### config.mk
export PLATFORM = sky130hd
export DESIGN_NAME = dp_result_collector
export DESIGN_NICKNAME = d
export VERILOG_FILES = /design/src/rtl/dp_result_collector.sv
export SDC_FILE = /design/constraint.sdc
export NUM_CORES = 1
export LEC_CHECK = 0
export CAP_MARGIN = 0
export CORE_AREA = 3 3 193 195
export CTS_CLUSTER_SIZE = 24
export DETAILED_ROUTE_END_ITERATION = 12
export DIE_AREA = 0 0 196 198
export GPL_ROUTABILITY_DRIVEN = 0
export PLACE_DENSITY = 0.74
export SLEW_MARGIN = 15
export SYNTH_ARGS = -nofsm -noshare
export SYNTH_HDL_FRONTEND = slang
export SYNTH_SLANG_ARGS = --single-unit
### constraint.sdc
create_clock -name clk -period 8.9 [get_ports clk]
set_clock_uncertainty 0.05 [all_clocks]
set_input_delay 1.335 -clock clk [delete_from_list [all_inputs] [get_ports clk]]
set_output_delay 1.335 -clock clk [all_outputs]
set_load 0.01 [all_outputs]
### src/rtl/dp_result_collector.sv
// Result collector for the matmul dot-product stream: buffers results in a small FIFO,
// tags them with (row, col) and hands out issue credits so the un-stallable pipeline never overruns it.
module dp_result_collector #(
    parameter int DATA_WIDTH = 16,
    parameter int M          = 32,
    parameter int N          = 32,
    parameter int Q          = 32,
    parameter int FIFO_DEPTH = 8,
    localparam int RES_W     = 2*DATA_WIDTH + $clog2(M),
    localparam int RW        = $clog2(N),
    localparam int CW        = $clog2(Q)
) (
    input  logic             clk,
    input  logic             reset,
    input  logic             issue,
    output logic             issue_ok,
    input  logic             in_valid,
    input  logic [RES_W-1:0] in_data,
    output logic             out_valid,
    input  logic             out_ready,
    output logic [RES_W-1:0] out_data,
    output logic [RW-1:0]    out_row,
    output logic [CW-1:0]    out_col,
    output logic             out_last,
    output logic             frame_done,
    output logic             overflow,
    output logic             credit_err
);

    localparam int AW   = $clog2(FIFO_DEPTH);
    localparam int CNTW = $clog2(FIFO_DEPTH + 1);

    logic [RES_W-1:0] mem_q [FIFO_DEPTH];
    logic [AW-1:0]    wr_ptr_q, rd_ptr_q, rd_ptr_d;
    logic [CNTW-1:0]  count_q, count_d;
    logic [CNTW-1:0]  credits_q, credits_d;
    logic [RES_W-1:0] out_data_q, head_d;
    logic [RW-1:0]    row_q;
    logic [CW-1:0]    col_q;
    logic             frame_done_q, overflow_q, credit_err_q;
    logic             full, pop, push, issue_take;

    assign full       = (count_q == CNTW'(FIFO_DEPTH));
    assign out_valid  = (count_q != '0);
    assign pop        = out_valid & out_ready;
    // A full FIFO still takes a write when the head leaves in the same cycle.
    assign push       = in_valid & (~full | pop);
    assign issue_take = issue & (credits_q != '0);

    assign issue_ok   = (credits_q != '0);
    assign out_data   = out_data_q;
    assign out_row    = row_q;
    assign out_col    = col_q;
    assign out_last   = (row_q == RW'(N-1)) && (col_q == CW'(Q-1));
    assign frame_done = frame_done_q;
    assign overflow   = overflow_q;
    assign credit_err = credit_err_q;

    always_comb begin
        count_d = count_q;
        if (push && !pop)
            count_d = count_q + CNTW'(1);
        else if (pop && !push)
            count_d = count_q - CNTW'(1);
    end

    // Head register is loaded with the next head, so a fresh write shows up one cycle later.
    always_comb begin
        rd_ptr_d = pop ? rd_ptr_q + AW'(1) : rd_ptr_q;
        head_d   = (push && (wr_ptr_q == rd_ptr_d)) ? in_data : mem_q[rd_ptr_d];
    end

    always_comb begin
        credits_d = credits_q;
        if (issue_take && !pop)
            credits_d = credits_q - CNTW'(1);
        else if (pop && !issue_take && credits_q != CNTW'(FIFO_DEPTH))
            credits_d = credits_q + CNTW'(1);
    end

    always_ff @(posedge clk) begin
        if (push)
            mem_q[wr_ptr_q] <= in_data;
    end

    always_ff @(posedge clk) begin
        if (reset) begin
            wr_ptr_q     <= '0;
            rd_ptr_q     <= '0;
            count_q      <= '0;
            credits_q    <= CNTW'(FIFO_DEPTH);
            out_data_q   <= '0;
            row_q        <= '0;
            col_q        <= '0;
            frame_done_q <= 1'b0;
            overflow_q   <= 1'b0;
            credit_err_q <= 1'b0;
        end else begin
            if (push)
                wr_ptr_q <= wr_ptr_q + AW'(1);
            rd_ptr_q  <= rd_ptr_d;
            count_q   <= count_d;
            credits_q <= credits_d;
            if (count_d != '0)
                out_data_q <= head_d;
            frame_done_q <= pop & out_last;
            if (in_valid && full && !pop)
                overflow_q <= 1'b1;
            if (issue && credits_q == '0)
                credit_err_q <= 1'b1;
            if (pop) begin
                if (out_last) begin
                    row_q <= '0;
                    col_q <= '0;
                end else if (col_q == CW'(Q-1)) begin
                    col_q <= '0;
                    row_q <= row_q + RW'(1);
                end else begin
                    col_q <= col_q + CW'(1);
                end
            end
        end
    end

endmodule

# --- Word level (Yosys, flattened, before mapping) ---
# Memories as Yosys holds them, arrays and structs flattened. A register that Yosys moved wholly into a read port is not among the register bits.
# Cells that the tools add are included.
totals:
  ram_bits: 296
  word_cells: 58
  output_inout_bits: 53
  inputBits: 42
  ff_bits: 27
  n_memories: 1
op_classes:
  bitwise_logic: 6
  mux: 11
  reduce_logical: 19
  n_eq_ne: 4
  add_sub_neg: 8
mem_list:
  columns: ["name", "words", "word_bits", "rd", "rd_clocked_by_memory_dff", "write_ports", "line", "rtl"]
  rows:
  - ["mem_q", 8, 37, 1, 1, 1, "33", "logic [RES_W-1:0] mem_q [FIFO_DEPTH];"]
ops:
  columns: ["cell", "count"]
  rows:
  - ["5-bit 2-to-1 mux", 4]
  - ["4-bit 2-to-1 mux", 4]
  - ["4-bit nonzero test", 3]
  - ["5-bit by 1-bit adder with 5-bit output (second input constant)", 2]
  - ["5-bit equality test (second input constant)", 2]
  - ["1-bit logical AND", 9]
  - ["4-bit by 1-bit adder with 4-bit output (second input constant)", 2]
  - ["4-bit by 1-bit subtractor with 4-bit output (second input constant)", 2]
  - ["3-bit by 1-bit adder with 3-bit output (second input constant)", 2]
  - ["1-bit AND", 4]
  - ["4-bit equality test (second input constant)", 1]
  - ["4-bit logical NOT", 1]
  - ["4-bit != test (second input constant)", 1]
  - ["2-bit nonzero test", 2]
  - ["1-bit logical NOT", 3]
  - ["3-bit 2-to-1 mux", 1]
  - ["1-bit 2-to-1 mux", 2]
  - ["2-bit AND reduction", 1]
  - ["1-bit NOT", 1]
  - ["1-bit bitwise OR", 1]

# --- Logic depth before layout (Yosys ltp) ---
depth:
  ltp_word: 9
  depth_mapped: 13
  mapped_depth_nobuf: 12

# --- Least setup slack after synthesis ---
# OpenSTA, ideal clock, no wires.
synth_path:
  kind: "input to register"
  startpoint: "input in_valid"
  endpoint: "memory mem_q[2][0] (netlist name), enable pin"
  path_buffers: 1
  path_slack_ns: 2.572
  setup_time_ns: 0.537
  cell_stages: 3
  arrival_time_ns: 5.740
  required_time_ns: 8.313
  cell_sequence: "clkbuf_1 -> o21ai_0 -> nor4b_1"
synth_via:
  elab_chain_cells: 3
synth_rtl:
  columns: ["element", "line", "rtl"]
  rows:
  - ["start, declared", "17", "input logic in_valid,"]
  - ["1-bit AND", "47", "assign push = in_valid & (~full | pop);"]
  - ["1-bit 2-to-1 mux", "82", "if (push)"]
  - ["1-bit 2-to-1 mux (implied by the code)", "83", "mem_q[wr_ptr_q] <= in_data;"]
  - ["end, declared", "33", null]
# No other way between the ends.

# --- Final worst setup path ---
layout_path:
  startpoint: "input out_ready"
  endpoint: "register out_data_q[29] (netlist: out_data[29]), read port of mem_q"
layout_via:
  elab_chain_cells: 8
  word_cells_on_any_way: 11
  classes_between: "mux (3); bitwise (3); reduce/logical (5)"
layout_rtl:
  columns: ["element", "line", "rtl"]
  rows:
  - ["start, declared", "20", "input logic out_ready,"]
  - ["1-bit AND *", "45", "assign pop = out_valid & out_ready;"]
  - ["1-bit bitwise OR", "47", null]
  - ["1-bit AND", "47", null]
  - ["1-bit logical NOT", "63", "else if (pop && !push)"]
  - ["1-bit logical AND", "63", null]
  - ["4-bit 2-to-1 mux", "63", null]
  - ["4-bit 2-to-1 mux", "61", "if (push && !pop)"]
  - ["4-bit nonzero test", "104", "if (count_d != '0)"]
  - ["end, declared", "37", "logic [RES_W-1:0] out_data_q, head_d;"]
# Mark *: on every way between the ends. The rest lies on a longest branch, timed or not.
# A chain may end at the register's enable or synchronous reset.

==> results.cfg <==
[worst_setup_path]
critPathLaunchType = input pin
cp-startpoint = out_ready
crit_path_end = out_data[29]
worstSetupEndpointType = flop
r2r-end = out_data[29]
arrival_ns = 5.29
crit_fanout = 41
crit_required_ns = 9.27
r2r_start = count_q[0]
regToRegSetupSlack_ns = 4.57
worstRegToRegCells = 10
worstSetupPathType = in -> reg

[sta]
setup_ws_ns = 3.980
hold_viol = 0
finalSetupTns_ns = 0
tightestPinTransition_ns = 1.168
fin_crit_ns = 4.920
drv_slew = 0
rsz0062_at_grt = no
setup_viol = 0
max_slew_margin_pct = 22.10
fmax_ghz = 0.2032
fin_crit_sh_pct = 55.28

[detailed_routing]
ant_nets = 0
met3_length_mm = 3.192
routedWlPerCell_um = 23.60
viasPerCell = 6.805
drt-initial-drc-count = 1521
dr_wl_met2_mm = 20.84
via_count = 12290
wl_mm = 42.63
remaining_drc_errors = 0
topRoutingLayerUsed = met4
met1_length_mm = 17.36
dr.pass1.iters = 6

[die]
die_h_um = 198
die_x_um = 196
start_util_pct = 44.99
core_area_um2 = 35570
fp-row-count = 69
die_area_um2 = 38810
num_io_pins = 95

[outcome]
status = finished clean

[power_and_ir_drop]
peakVddDrop_v = 0.0002455
power.leakage_nw = 5.787
power_density_nw_per_um2 = 319.8
total_power_mw = 5.893

[global_route]
antenna_found_initial = 0
grt_pass1_vias = 11990
overflow = 0
grt_max_degree = 116
grt_pass1_wl_mm = 65.82
grt_usage_pct = 21.15

[layout]
final_area_um2 = 18420
final_layout_size_suffix_gt1_share_pct = 7.063
area_growth_pct = 15.13
antenna_cells = 0
fill_cells = 2943
fin_nets = 1366

[run]
drv_cap = 0

[cts]
clkTransAtPathRegs_ns = 0.06
cts_resized = 0
cts.hold.buffers_added = 0
clock_sinks = 360
cts_tree = yes
insertion_delay_ns = 0.54
cts_max_level = 2
numCtsBuffers = 38
post_cts_buffers = 0
clock_path_buffers = 3
cts-root-buf = clkbuf_16

[worst_hold_path]
min_path_type = reg -> reg

[placement]
port-buffer-count = 94
dpl_worst_slack_ns = 3.508
place_area_um2 = 17270
place.detailed.hpwl_mm = 22.04

[synthesis]
yosysSeqAreaShare_pct = 63.55
synthFlopType = edfxtp_1
syn_area_um2 = 16000
yosysWarnings = 0
synth.distinct_cells = 56
synth_edf_count = 296
syn_avg_cell_area_um2 = 12.40
synth_fp_nets = 1342
synth-async-reset-ratio_pct = 0
synthCells = 1291
synth-seq-cells = 360
area by class of cell:
type | instances | area [um^2] | share of cell area, %
tap | 461 | 576.8 | 3.131
clock inverter | 6 | 50.05 | 0.2716
timing repair buffer | 120 | 1131 | 6.139
inverter | 8 | 35.03 | 0.1902
sequential | 360 | 10170 | 55.21
multi-input combinational | 787 | 5360 | 29.09
clock buffer | 64 | 1100 | 5.969
cell families (layout without fill, tap and decap cells):
family | count (synthesis) | in the layout | synth area share (%)
adder cells (fa/ha/maj) | 9 | 9 | 0.7037
XOR/XNOR | 8 | 8 | 0.4378
flip-flops | 360 | 360 | 63.55
buffers and inverters | 144 | 198 | 3.698
AO/OA/AOI/OAI | 593 | 593 | 26.06
multiplexers | 4 | 4 | 0.2502
AND/OR/NAND/NOR | 173 | 173 | 5.301
metal layers:
| metal | vias to the layer above | global-route usage (%) |
|---|---|---|
| met1 | 6145 | 27.91 |
| met5 | - | 0 |
| met3 | 101 | 3.199 |
| li1 | 5435 | - |
| met2 | 608 | 35.50 |
| met4 | 0 | 8.212 |
layout by cell type (no fill, tap or decap), types with 3 or more instances in the layout:
cell	instances
nor2_1	22
xnor2_1	4
nand2_1	59
and3_1	4
o22ai_1	72
a21oi_1	124
and2_1	3
nand3_1	9
ha_1	9
clkbuf_16	39
o21ai_0	85
o221ai_1	216
nor3_1	41
edfxtp_1	296
dfxtp_1	63
clkdlybuf4s50_1	93
a22oi_1	36
a31oi_1	3
a211o_1	36
a21boi_0	3
inv_1	5
buf_4	26
clkbuf_1	22
clkbuf_8	3
mux2i_1	4
clkinv_1	3
nor2b_1	8
o31ai_1	3
xor2_1	4
power breakdown:
group	internal, mW	switching [mW]
clock	0.844	0.630
combinational	0.902	1.46
sequential	1.96	0.0981
per-stage QoR:
step	hold slack, ns	std cells	util, %
after floorplan	0.4305	1291	-
after global placement	0.3951	1736	48.56
after detailed placement	0.3990	1736	48.56
after CTS	0.4070	1806	51.80
after global routing	0.4295	1806	51.80
final	0.4028	1806	51.80
cell usage after synthesis (3+ instances only):
cell type | n | share of area [%]
a211o_1 | 36 | 2.0
a21boi_0 | 3 | 0.14
a21oi_1 | 124 | 3.9
a22oi_1 | 36 | 1.7
a31oi_1 | 3 | 0.12
and2_1 | 3 | 0.12
and3_1 | 4 | 0.16
buf_1 | 14 | 0.33
buf_2 | 21 | 0.66
buf_6 | 3 | 0.21
clkbuf_1 | 98 | 2.3
dfxtp_1 | 64 | 8.0
edfxtp_1 | 296 | 56
ha_1 | 9 | 0.70
inv_1 | 5 | 0.12
mux2i_1 | 4 | 0.25
nand2_1 | 60 | 1.4
nand3_1 | 9 | 0.28
nor2_1 | 23 | 0.54
nor2b_1 | 8 | 0.31
nor3_1 | 43 | 1.3
nor3b_1 | 3 | 0.14
nor4b_1 | 3 | 0.16
o21ai_0 | 86 | 2.7
o221ai_1 | 216 | 12
o22ai_1 | 72 | 2.8
o31ai_1 | 3 | 0.14
or3_1 | 3 | 0.12
xnor2_1 | 4 | 0.22
xor2_1 | 4 | 0.22
worst max-delay path: stages:
cell and delay (ns):
clkdlybuf4s50_1 0.59, a21boi_0 0.44, a221o_2 0.94, xnor2_1 0.17, nand2_1 0.14, or2_1 0.73, buf_4 0.47, o21ai_0 0.16
a221oi_1 0.27
flip-flops by register name, indices dropped and copies added (netlist names):
signal      cells
mem_q         296
wr_ptr_q        3
frame_done      1
rd_ptr_q        3
count_q         4
credit_err      1
credits_q       4
out_col         5
out_row         5
out_data       37
overflow        1
worst min path at each step:
stage | startpoint | to | slack [ns] | depth (start not counted)
finish | out_data[3] | out_data[3] | 0.40 | 2
global route | out_data[5] | out_data[5] | 0.43 | 2
CTS | out_data[5] | out_data[5] | 0.41 | 2
detailed placement | out_data[5] | out_data[5] | 0.40 | 2
global placement | out_data[3] | out_data[3] | 0.40 | 2
floorplan | out_data[0] | out_data[0] | 0.43 | 2
(Power assumes the default switching activity.)
